===== src/rtl/clk_en_pkg.sv =====
// Shared constants and the divisor-set payload for the multi-rate strobe generator.
package clk_en_pkg;

  localparam int unsigned CNT_W_DEF   = 8;
  localparam int unsigned SYS_DIV_DEF = 2;
  localparam int unsigned SAM_DIV_DEF = 4;
  localparam int unsigned SYM_DIV_DEF = 4;

  typedef struct packed {
    logic [CNT_W_DEF-1:0] sys;
    logic [CNT_W_DEF-1:0] sam;
    logic [CNT_W_DEF-1:0] sym;
  } div_cfg_t;

endpackage


===== src/rtl/mod_cnt.sv =====
// Enabled modulo counter with clear; wrap_c flags the enabled terminal count.
module mod_cnt
  import clk_en_pkg::*;
#(
  parameter int unsigned W = CNT_W_DEF
) (
  input  logic         clk,
  input  logic         reset,
  input  logic         clr,
  input  logic         en,
  input  logic [W-1:0] div,
  output logic [W-1:0] cnt,
  output logic         wrap_c
);

  logic [W-1:0] cnt_q;
  logic [W-1:0] cnt_d;

  // >= compare so a count left above a smaller divisor still wraps
  always_comb begin
    wrap_c = en && (cnt_q >= (div - W'(1)));
    cnt_d  = cnt_q;
    if (clr) begin
      cnt_d = '0;
    end else if (wrap_c) begin
      cnt_d = '0;
    end else if (en) begin
      cnt_d = cnt_q + W'(1);
    end
  end

  always_ff @(posedge clk) begin
    if (reset) begin
      cnt_q <= '0;
    end else begin
      cnt_q <= cnt_d;
    end
  end

  assign cnt = cnt_q;

endmodule


===== src/rtl/clk_en_gen.sv =====
// Nested sys/sample/symbol clock-enable strobes with a boundary-synchronous config port.
module clk_en_gen
  import clk_en_pkg::*;
#(
  parameter int unsigned CNT_W       = CNT_W_DEF,
  parameter int unsigned SYS_DIV_RST = SYS_DIV_DEF,
  parameter int unsigned SAM_DIV_RST = SAM_DIV_DEF,
  parameter int unsigned SYM_DIV_RST = SYM_DIV_DEF
) (
  input  logic             clk,
  input  logic             reset,
  input  logic             run,
  input  logic             resync,
  input  logic             cfg_valid,
  output logic             cfg_ready,
  input  logic [CNT_W-1:0] cfg_sys_div,
  input  logic [CNT_W-1:0] cfg_sam_div,
  input  logic [CNT_W-1:0] cfg_sym_div,
  output logic             cfg_err,
  output logic             sys_en,
  output logic             sam_en,
  output logic             sym_en,
  output logic [CNT_W-1:0] sam_idx
);

  localparam int unsigned DW = CNT_W_DEF;
  localparam div_cfg_t DIV_RST = '{sys: DW'(SYS_DIV_RST),
                                   sam: DW'(SAM_DIV_RST),
                                   sym: DW'(SYM_DIV_RST)};

  div_cfg_t active_q, active_d;
  div_cfg_t pend_q, pend_d;
  div_cfg_t cfg_in;
  logic     pend_vld_q, pend_vld_d;
  logic     cfg_ready_q, cfg_ready_d;
  logic     cfg_err_q, cfg_err_d;
  logic     sys_en_q, sys_en_d;
  logic     sam_en_q, sam_en_d;
  logic     sym_en_q, sym_en_d;

  logic     cfg_ok_c, accept_c, reject_c, hold_apply_c, cnt_clr_c;
  logic     sys_wrap_c, sam_wrap_c, sym_wrap_c;
  logic [CNT_W-1:0] sys_cnt, sam_cnt, sym_cnt;
  logic     cnt_unused;

  mod_cnt #(.W(CNT_W)) u_sys_cnt (
    .clk    (clk),
    .reset  (reset),
    .clr    (cnt_clr_c),
    .en     (run),
    .div    (CNT_W'(active_q.sys)),
    .cnt    (sys_cnt),
    .wrap_c (sys_wrap_c)
  );

  mod_cnt #(.W(CNT_W)) u_sam_cnt (
    .clk    (clk),
    .reset  (reset),
    .clr    (cnt_clr_c),
    .en     (sys_wrap_c),
    .div    (CNT_W'(active_q.sam)),
    .cnt    (sam_cnt),
    .wrap_c (sam_wrap_c)
  );

  mod_cnt #(.W(CNT_W)) u_sym_cnt (
    .clk    (clk),
    .reset  (reset),
    .clr    (cnt_clr_c),
    .en     (sam_wrap_c),
    .div    (CNT_W'(active_q.sym)),
    .cnt    (sym_cnt),
    .wrap_c (sym_wrap_c)
  );

  // Only the symbol-level count is visible; the inner counts drive wraps alone.
  assign cnt_unused = ^{sys_cnt, sam_cnt};

  // Handshake, pending/active divisor selection and strobe next-state.
  always_comb begin
    cfg_in = '{sys: DW'(cfg_sys_div), sam: DW'(cfg_sam_div), sym: DW'(cfg_sym_div)};
    cfg_ok_c = (cfg_sys_div != '0) && (cfg_sam_div != '0) && (cfg_sym_div != '0);
    accept_c = cfg_valid && cfg_ready_q && cfg_ok_c;
    reject_c = cfg_valid && cfg_ready_q && !cfg_ok_c;
    hold_apply_c = pend_vld_q && !run && !resync;
    cnt_clr_c = resync || hold_apply_c;

    active_d   = active_q;
    pend_d     = pend_q;
    pend_vld_d = pend_vld_q;
    if (resync) begin
      if (accept_c) begin
        active_d = cfg_in;
      end else if (pend_vld_q) begin
        active_d = pend_q;
      end
      pend_vld_d = 1'b0;
    end else if (pend_vld_q && (sym_wrap_c || !run)) begin
      active_d   = pend_q;
      pend_vld_d = 1'b0;
    end else if (accept_c) begin
      pend_d     = cfg_in;
      pend_vld_d = 1'b1;
    end

    // Ready reopens one cycle after the pending set has been consumed.
    cfg_ready_d = !pend_vld_q && !accept_c;
    cfg_err_d   = reject_c;

    sys_en_d = sys_wrap_c && !resync;
    sam_en_d = sam_wrap_c && !resync;
    sym_en_d = sym_wrap_c && !resync;
  end

  always_ff @(posedge clk) begin
    if (reset) begin
      active_q    <= DIV_RST;
      pend_q      <= DIV_RST;
      pend_vld_q  <= 1'b0;
      cfg_ready_q <= 1'b1;
      cfg_err_q   <= 1'b0;
      sys_en_q    <= 1'b0;
      sam_en_q    <= 1'b0;
      sym_en_q    <= 1'b0;
    end else begin
      active_q    <= active_d;
      pend_q      <= pend_d;
      pend_vld_q  <= pend_vld_d;
      cfg_ready_q <= cfg_ready_d;
      cfg_err_q   <= cfg_err_d;
      sys_en_q    <= sys_en_d;
      sam_en_q    <= sam_en_d;
      sym_en_q    <= sym_en_d;
    end
  end

  assign cfg_ready = cfg_ready_q;
  assign cfg_err   = cfg_err_q;
  assign sys_en    = sys_en_q;
  assign sam_en    = sam_en_q;
  assign sym_en    = sym_en_q;
  assign sam_idx   = sym_cnt;

endmodule

===== config.mk =====
export PLATFORM = sky130hd
export DESIGN_NAME = clk_en_gen
export DESIGN_NICKNAME = d
export VERILOG_FILES = /design/src/rtl/clk_en_pkg.sv /design/src/rtl/mod_cnt.sv /design/src/rtl/clk_en_gen.sv
export SDC_FILE = /design/constraint.sdc
export NUM_CORES = 1
export LEC_CHECK = 0
export CORE_AREA = 2 2 105 107
export CTS_BUF_LIST = sky130_fd_sc_hd__clkbuf_2
export DETAILED_ROUTE_END_ITERATION = 16
export DIE_AREA = 0 0 107 109
export GPL_TIMING_DRIVEN = 1
export PLACE_DENSITY = 0.61
export SKIP_CTS_REPAIR_TIMING = 1
export SKIP_LAST_GASP = 1
export SYNTH_ARGS = -nofsm -noshare
export SYNTH_HDL_FRONTEND = slang
export SYNTH_SLANG_ARGS = --single-unit
export TNS_END_PERCENT = 50

===== constraint.sdc =====
create_clock -name clk -period 2.7 [get_ports clk]
set_clock_uncertainty 0.2 [all_clocks]
set_input_delay 0.54 -clock clk [delete_from_list [all_inputs] [get_ports clk]]
set_output_delay 0.54 -clock clk [all_outputs]
set_load 0.05 [all_outputs]

---- After elaboration in Yosys (flattened, before gate mapping) ----
Cells that the tools add are included.
operators by class
  mux-type cells .......................... 4
  div/mod/pow operators ................... 0
  magnitude comparators ................... 3
  bitwise operators ....................... 2
  equal/unequal tests ..................... 1
  reduce and logical (&&, ||, !) cells .... 32
  multiply operators ...................... 0
  add/subtract/negate cells ............... 6
  shifts and indexed selects .............. 0
operator list
  cell                   count
  $mux W24               4
  $add A8 B1 Y8 const B  3
  $ge A8 B8 Y1           3
  $reduce_bool A8 Y1     3
  $sub A8 B1 Y8 const B  3
  $logic_and A1 B1 Y1    15
  $reduce_or A3 Y1       4
  $logic_not A1 Y1       5
  $ne A3 B1 Y1 const B   1
  $reduce_and A3 Y1      1
  $logic_or A1 B1 Y1     2
  $not A1 Y1             2
  $reduce_and A2 Y1      1
  $reduce_bool A2 Y1     1
storage, ports and cells
  memories kept ........................... 0
  bits in read-only memories .............. 0
  flip-flop bits (word level) ............. 78
  RAM bits ................................ 0
  bits of input ports ..................... 29
  latch bits .............................. 0

---- Longest topological paths before layout ----
  depth after elaboration ................. 9
  depth in mapped cells ................... 14
  depth with buffers taken out ............ 12

---- Modules after synthesis ----
Synthesis repeated with hierarchy kept, for this count alone.
second synthesis, totals
  cells, all modules ...................... 465
  area total of the unflattened synthesis .. 4753.3 µm²
modules (own cells, without submodules)
  module      instances  cells each  area an instance (µm²)  seq. area each (µm²)
  clk_en_gen  1          249         2580.0                  1081.0
  mod_cnt     3          72          724.4                   160.2

---- Least setup slack after synthesis ----
Ideal clock, no wire load.
  path type ............................... reg2reg
  start point ............................. reg active_q[18] (netlist name)
  end point ............................... reg pend_q[10] (netlist name)
  required time ........................... 2428 ps
  clock period less this slack ............ 2839 ps
  cell stages (with the launch flop) ...... 13
  path slack .............................. -139 ps
  data arrival time ....................... 2568 ps
  cells stage by stage .................... dfxtp_1 -> nor4_1 -> nand2_1 -> xor2_1 -> ha_1 -> nand2_1 -> o21ai_0 -> a32oi_2 -> buf_6 -> or2_4 -> a22oi_4 -> buf_8 -> mux2i_1
on the way
  longest elaborated chain between the ends .. 9
RTL lines
  element                             RTL line           text
  start: declaration                  clk_en_gen.sv:31   div_cfg_t active_q, active_d;
  start signal: assignment            clk_en_gen.sv:126  active_q <= active_d;
  $sub A8 B1 Y8                       mod_cnt.sv:21      wrap_c = en && (cnt_q >= (div - W'(1)));
  $ge A8 B8 Y1                        mod_cnt.sv:21
  $logic_and A1 B1 Y1 (3 in series)   mod_cnt.sv:21
  $logic_or A1 B1 Y1                  clk_en_gen.sv:98   end else if (pend_vld_q && (sym_wrap_c || !run)) begin
  $logic_and A1 B1 Y1                 clk_en_gen.sv:98
  $not A1 Y1 (no source line)         n/a
  $reduce_and A3 Y1 (no source line)  n/a
  end signal: assignment              clk_en_gen.sv:127  pend_q <= pend_d;
  end: declaration                    clk_en_gen.sv:32   div_cfg_t pend_q, pend_d;
Every way passes these cells.
A chain may end at the register's enable or synchronous reset.

---- Final worst setup path ----
  start point ............................. reg active_q[10] (netlist name)
  end point ............................... reg pend_q[19] (netlist name)
on the way
  longest elaborated chain between the ends .. 8
RTL lines
  element                             RTL line
  $sub A8 B1 Y8                       mod_cnt.sv:21
  $ge A8 B8 Y1                        mod_cnt.sv:21
  $logic_and A1 B1 Y1 (2 in series)   mod_cnt.sv:21
  $logic_or A1 B1 Y1                  clk_en_gen.sv:98
  $logic_and A1 B1 Y1                 clk_en_gen.sv:98
  $not A1 Y1 (no source line)         n/a
  $reduce_and A3 Y1 (no source line)  n/a
Every way passes these cells.

==> out/results.txt <==
Largest family of logic cells by synthesized area -> simple AND/OR/NAND/NOR gates
Post-synth top area share -> 0.346
Post-synth EDFFs -> 0
Post-synthesis mux area share -> 0.112
Vias in the first global route -> 3433
Final Hold Vio Count -> 0
Total gr overflow -> 0
P_sw -> 0.000794 W
Die W -> 107 µm
Hold WC Path Type -> in2reg
Clock Latency Late Sink -> 550 ps
Detailed placer's ending HPWL -> 6.96 mm
PnR worst setup slack -> -208 ps
Post-route ant nets -> 0
Hold Startpoint -> reset
Flops & latches, synth -> 78
CP Capture Type -> register
Post-Route Utilization -> 0.553
Internal -> 0.00176 W
Post-Place Worst Slack -> -155 ps
Die area -> 11700 µm²
Drt wl/cell -> 14.5 µm
Seq/Total Area, Yosys -> 0.346
Routability cong. -> 0.734
I/O Pins -> 42
Sinks on Clock Net -> 78
Number of port buffers -> 41
Max-slew violation count -> 0
Crit path time final -> 2910 ps
Initial DRT Pass Iterations -> 4
Fraction of layout cells with a size suffix above 1 -> 0.267
Status -> finished with violations
Hold_ws -> 235 ps
DRC violations left -> 0
Cts bufs inserted -> 9
Vias -> 3670
Max Cap Viol -> 0
Reg2reg end -> pend_q[19]
Netlist cell types -> 49
Crit path arrival time -> 3210 ps
R2R setup slack -> -210 ps
Number of H-tree levels -> 3
DR iter-0 viols -> 125
Synth-to-Final Area Change -> 29.9%
Failing checks -> setup timing
Worst EP required -> 3000 ps
Final WL -> 10.4 mm
CP max FO -> 6
Pin count of the biggest net entering global routing -> 81
CP Launch Type -> register
Initial antenna violation count -> 1
Cell area after synthesis -> 4510 µm²
Area leader, netlist -> dfxtp_1
Power share of the combinational group -> 0.249
Area fraction in compound gates after synthesis -> 0.104
Post-synth ARST share -> 0
Hold endpoint -> u_sym_cnt.cnt[0]
Critical path type -> reg2reg
Vias per std cell -> 5.12
DIE HEIGHT -> 109 µm
Predominant post-synthesis flop cell -> dfxtp_1
TNS Setup -> -8480 ps
Simple-gate share of the synthesized area -> 0.236
Leakage -> 2.36 nW
Clock buffer depth -> 2
Root Buffer -> clkbuf_2
VDD IR-drop max -> 0.227 mV
Slew Limit Headroom -> 0.663
CTS tree -> built
Sequential Power Share -> 0.497
R2R cell count -> 13
Fmax -> 344 MHz
Fin area -> 5870 µm²
Mapped Avg Cell Area -> 9.42 µm²
Final setup fails -> 67
Syn_nets -> 538
Rows -> 38
Unrepaired setup endpoints after global routing -> yes
Final period util -> 1.08
Placed cell areas -> 5470 µm²
Nets@finish -> 630
Core box area -> 10600 µm²
Yosys warnings -> 0
Post-Synth Adder-Cell Area -> 0.0831
Clock share of power -> 0.254
Synth area leaders -> dfxtp_1 35%, mux2i_1 10%, ha_1 8.3%, nand2b_1 6.1%, xnor2_1 5.4%
Syn Inst Count -> 479
First-pass GRT wire length -> 16.4 mm
Pwr per Cell Area -> 435 nW/µm²
Starting Density -> 0.426
Hold path cells -> 4
Reg-to-reg startpoint -> active_q[10]
Pin slew with the least headroom to its limit -> 504 ps
GRT Util Overall -> 0.177
Post-Synth XOR/XNOR Area -> 0.0757
Clock slew at reported path FFs -> 230 ps
Sw Share -> 0.311
sequential cells by signal (all words and copies together) (netlist names), 8 cells and up:
| name | count |
|---|---|
| u_sam_cnt.cnt | 8 |
| u_sym_cnt.cnt | 8 |
| pend_q | 24 |
| u_sys_cnt.cnt | 8 |
| active_q | 24 |
worst max-delay path, cell delays in order, from the launching register on:
cell     delay, ps
dfxtp_2        390
nor2_4         120
nand3_2        100
nor4_4         260
xnor2_1        130
ha_1           320
nand2_2         70
nor3_2         190
a21oi_2        120
or2_4          280
a22oi_4        170
buf_12         150
buf_12         130
mux2i_2        200
per-stage QoR:
stage	power (W)	cells
6_report	0.00255	717
3_5_place_dp	0.00185	692
5_1_grt	0.00269	717
3_3_place_gp	0.00183	692
2_1_floorplan	0.00165	479
4_1_cts	0.00250	708
cell usage after synthesis, types with 3 or more instances:
library cell and n:
a211oi_1 5, inv_1 11, xnor2_1 28, nor2_1 47, nor4_1 14, mux2i_1 47
buf_2 6, clkbuf_1 13, mux2_2 3, nand3_1 10, nand2_1 24, a211oi_2 17
dfxtp_1 78, xor2_1 11, a21oi_1 10, nor3_1 33, nand4_1 4, o21ai_0 5
buf_6 4, nand2b_1 44, nor3b_1 3, ha_1 30
final cells by class:
class | count | area, µm²
clock buffers | 9 | 45.0
clock inverters | 7 | 65.1
fillers | 971 | 4740
inverters | 11 | 41.3
multi-input cells | 365 | 2910
well taps | 140 | 175
repair buffers | 106 | 1050
diodes | 1 | 2.50
flip-flops and latches | 78 | 1580
logic make-up after synthesis:
logic type               count (synthesis)
AO/OA/AOI/OAI                           50
multiplexers                            50
AND/OR/NAND/NOR                        196
buffers and inverters                   36
adder cells (fa/ha/maj)                 30
flip-flops                              78
XOR/XNOR                                39
per-layer routing:
metal  GRT usage  share of wire  vias up  wire length, µm
li1            -              -     1880                -
met1       0.247           0.48     1721             5020
met2       0.276           0.47       60             4870
met3      0.0329          0.033        9              344
met4      0.0612          0.012        0              121
met5           0              0        -                0
power by group through the flow:
stage | sequential (W) | combinational (W) | clock (W)
floorplan | 0.00128 | 0.000366 | 0
global placement | 0.00128 | 0.000554 | 0
detailed placement | 0.00128 | 0.000568 | 0
CTS | 0.00126 | 0.000572 | 0.000667
global route | 0.00128 | 0.000697 | 0.000718
finish | 0.00127 | 0.000636 | 0.000648
worst max path at each step:
stage	startpoint	end	slack [ps]	cells after the start
6_report	active_q[10]	pend_q[19]	-210	13
2_1_floorplan	active_q[21]	pend_q[10]	-9	12
4_1_cts	active_q[19]	u_sym_cnt.cnt[1]	-220	11
5_1_grt	active_q[10]	pend_q[14]	-360	13
3_5_place_dp	active_q[18]	u_sym_cnt.cnt[1]	-150	11
3_3_place_gp	active_q[19]	u_sym_cnt.cnt[1]	-110	11
cells in the final DEF, fill, tap and decap left out, drive strengths merged, types with 2 or more instances in the layout:
cell,netlist,layout
mux2i,47,47
xor2,11,11
nor2,47,47
or2,3,3
clkdlybuf4s50,0,40
nor4,16,16
o21ai,7,7
a21o,2,2
nand4,5,5
nor4b,3,3
nor3b,4,4
mux2,3,3
inv,11,11
clkbuf,13,12
nand2,25,25
clkinvlp,0,2
xnor2,28,28
dfxtp,78,78
clkinv,0,4
nand3,10,10
a21oi,11,11
buf,12,63
ha,30,30
a211oi,22,22
nand2b,45,45
nor3,33,33
No activity file was read; power rests on OpenSTA's default activity.
==> RTL edit (same settings) <==
The package constant `CNT_W_DEF` goes from 8 to 6.
--- a/src/rtl/clk_en_pkg.sv
+++ b/src/rtl/clk_en_pkg.sv
@@ -3,3 +3,3 @@
 
-  localparam int unsigned CNT_W_DEF   = 8;
+  localparam int unsigned CNT_W_DEF   = 6;
   localparam int unsigned SYS_DIV_DEF = 2;
Ports: changed (resized cfg_sam_div, cfg_sym_div, cfg_sys_div and sam_idx); port bits go from 42 to 34. No check against the original RTL was run, so the function may have changed too.
==> RTL edit against the original RTL <==
- the flow still finishes with violations (setup timing)
- fmax down 7.5%
- setup slack got worse by 0.24 ns
- combinational power shrank 34%
- critical path depth fell by 1
- power is 26% lower
- area after synthesis down 26%
- cell area shrank 23%
- sequential cell count fell by 18
- wire length decreased by 25%
- critical path type unchanged
- sequential power fell by 26%
- synthesized cell count fell by 23%
==> RTL edit: results (changes against the original RTL) <==
stage	metric	value	unit	change
place	Place WS	-0.403	ns	-0.248 ns
yosys	Synth Area in Compound Gates	10.1	%	-0.33 points
grt	gr usage total	13.6	%	-4.1 points
yosys	post-synthesis mux area share	11.7	%	+0.57 points
place	port bufs	33		-20%
cells_and_area	# nets final	507		-20%
grt	vias in the first global route	2771		-19%
power_and_ir_drop	Pleak	1.82	nW	-23%
sta	setup violators final	55		-18%
routing	final wirelength	7820	um	-25%
clock_network	clk_lat worst skew	0.50	ns	-0.05 ns
sta	fin worst setup slack	-0.445	ns	-0.237 ns
grt	first-pass GRT wire length	12800	um	-22%
yosys	register area share after synthesis	36.1	%	+1.5 points
grt	antenna violations before repair	0		-1
yosys	top cells by area, synth	dfxtp_1 (36%), ha_1 (9.0%), mux2i_1 (9.0%)		
setup_path	CP Max Fanout	9		+3
yosys	Syn Nets	414		-23%
status	violations in the final reports	setup timing		
place	HPWL Detailed	5650	um	-19%
cells_and_area	Fill cells	1034		+6.5%
status	outcome	complete, but fails checks		
yosys	Post-synth top cells	dfxtp_1 (60), nand2b_1 (33), nor2_1 (33), mux2i_1 (30), ha_1 (24)		
setup_path	R2R depth	12		-1
cells_and_area	share of cells above drive strength 1	22.8	%	-3.9 points
clock_network	Worst-path clk slew	0.16	ns	-0.07 ns
power_and_ir_drop	VDD IR-drop max	209	uV	-7.9%
sta	Final TNS setup	-15.48	ns	-7.00 ns
setup_path	CP arrival	3.37	ns	+0.16 ns
routing	number of vias per cell	4.64		-9.3%
## RTL edit: worst paths after layout
| check | startpoint | end | slack, ns |
|---|---|---|---|
| worst max register to register | active_q[12] | pend_q[13] | -0.44 |
| worst max-delay path | active_q[12] | pend_q[13] | -0.44 |
| worst min register to register | pend_q[0] | pend_q[0] | 0.28 |
| worst min-delay path | pend_q[0] | pend_q[0] | 0.28 |
## RTL edit: layout make-up
class                           instances  share of cell area [%]
Multi-Input combinational cell        276                    45.2
Tap cell                              140                    3.87
Clock buffer                           11                    1.22
Timing Repair Buffer                  102                    21.3
Inverter                               11                   0.913
Clock inverter                          4                   0.913
Sequential cell                        60                    26.6
## RTL edit: logic make-up after synthesis
| kind of cell | Yosys count |
|---|---|
| AOI/OAI and AO/OA | 52 |
| xor gates and xnor gates | 26 |
| adders and majority gates | 24 |
| buffers and inverters | 31 |
| DFF | 60 |
| muxes | 38 |
| and+or+nand+nor | 136 |
## RTL edit: through the flow
step                instances  cell area (um2)  power, W  util (%)  hold WS [ns]
floorplan                 367             3350   0.00118         -         0.245
global placement          581             4240   0.00133      40.0         0.255
detailed placement        581             4240   0.00134      40.0         0.262
CTS                       596             4340   0.00187      40.9         0.287
global route              604             4520   0.00198      42.6         0.308
finish                    604             4520   0.00189      42.6         0.283
## RTL edit: power by group through the flow
stage               Combinational, W  Clock [W]  Sequential (W)
finish                      0.000420   0.000531        0.000937
detailed placement          0.000384          0        0.000956
CTS                         0.000387   0.000545        0.000937
global placement            0.000375          0        0.000954
global route                0.000460   0.000578        0.000942
floorplan                   0.000216          0        0.000961
## RTL edit: metal layers
metal | global-route usage, % | up-vias | wire (um)
li1 | - | 1470 | -
met1 | 17.6 | 1286 | 3720
met2 | 22.5 | 39 | 3770
met3 | 2.33 | 10 | 202
met4 | 5.84 | 0 | 123
met5 | 0 | - | 0
## RTL edit: critical path, stage by stage, from the launching register on
cell and delay, ns:
dfxtp_2 0.35, or3_4 0.39, nor3_4 0.17, xnor2_1 0.15, ha_1 0.27, a211o_1 0.29, o221ai_2 0.19, a21oi_4 0.06
and3_4 0.20, a2111oi_4 0.30, buf_6 0.18, clkbuf_16 0.17, mux2i_1 0.17
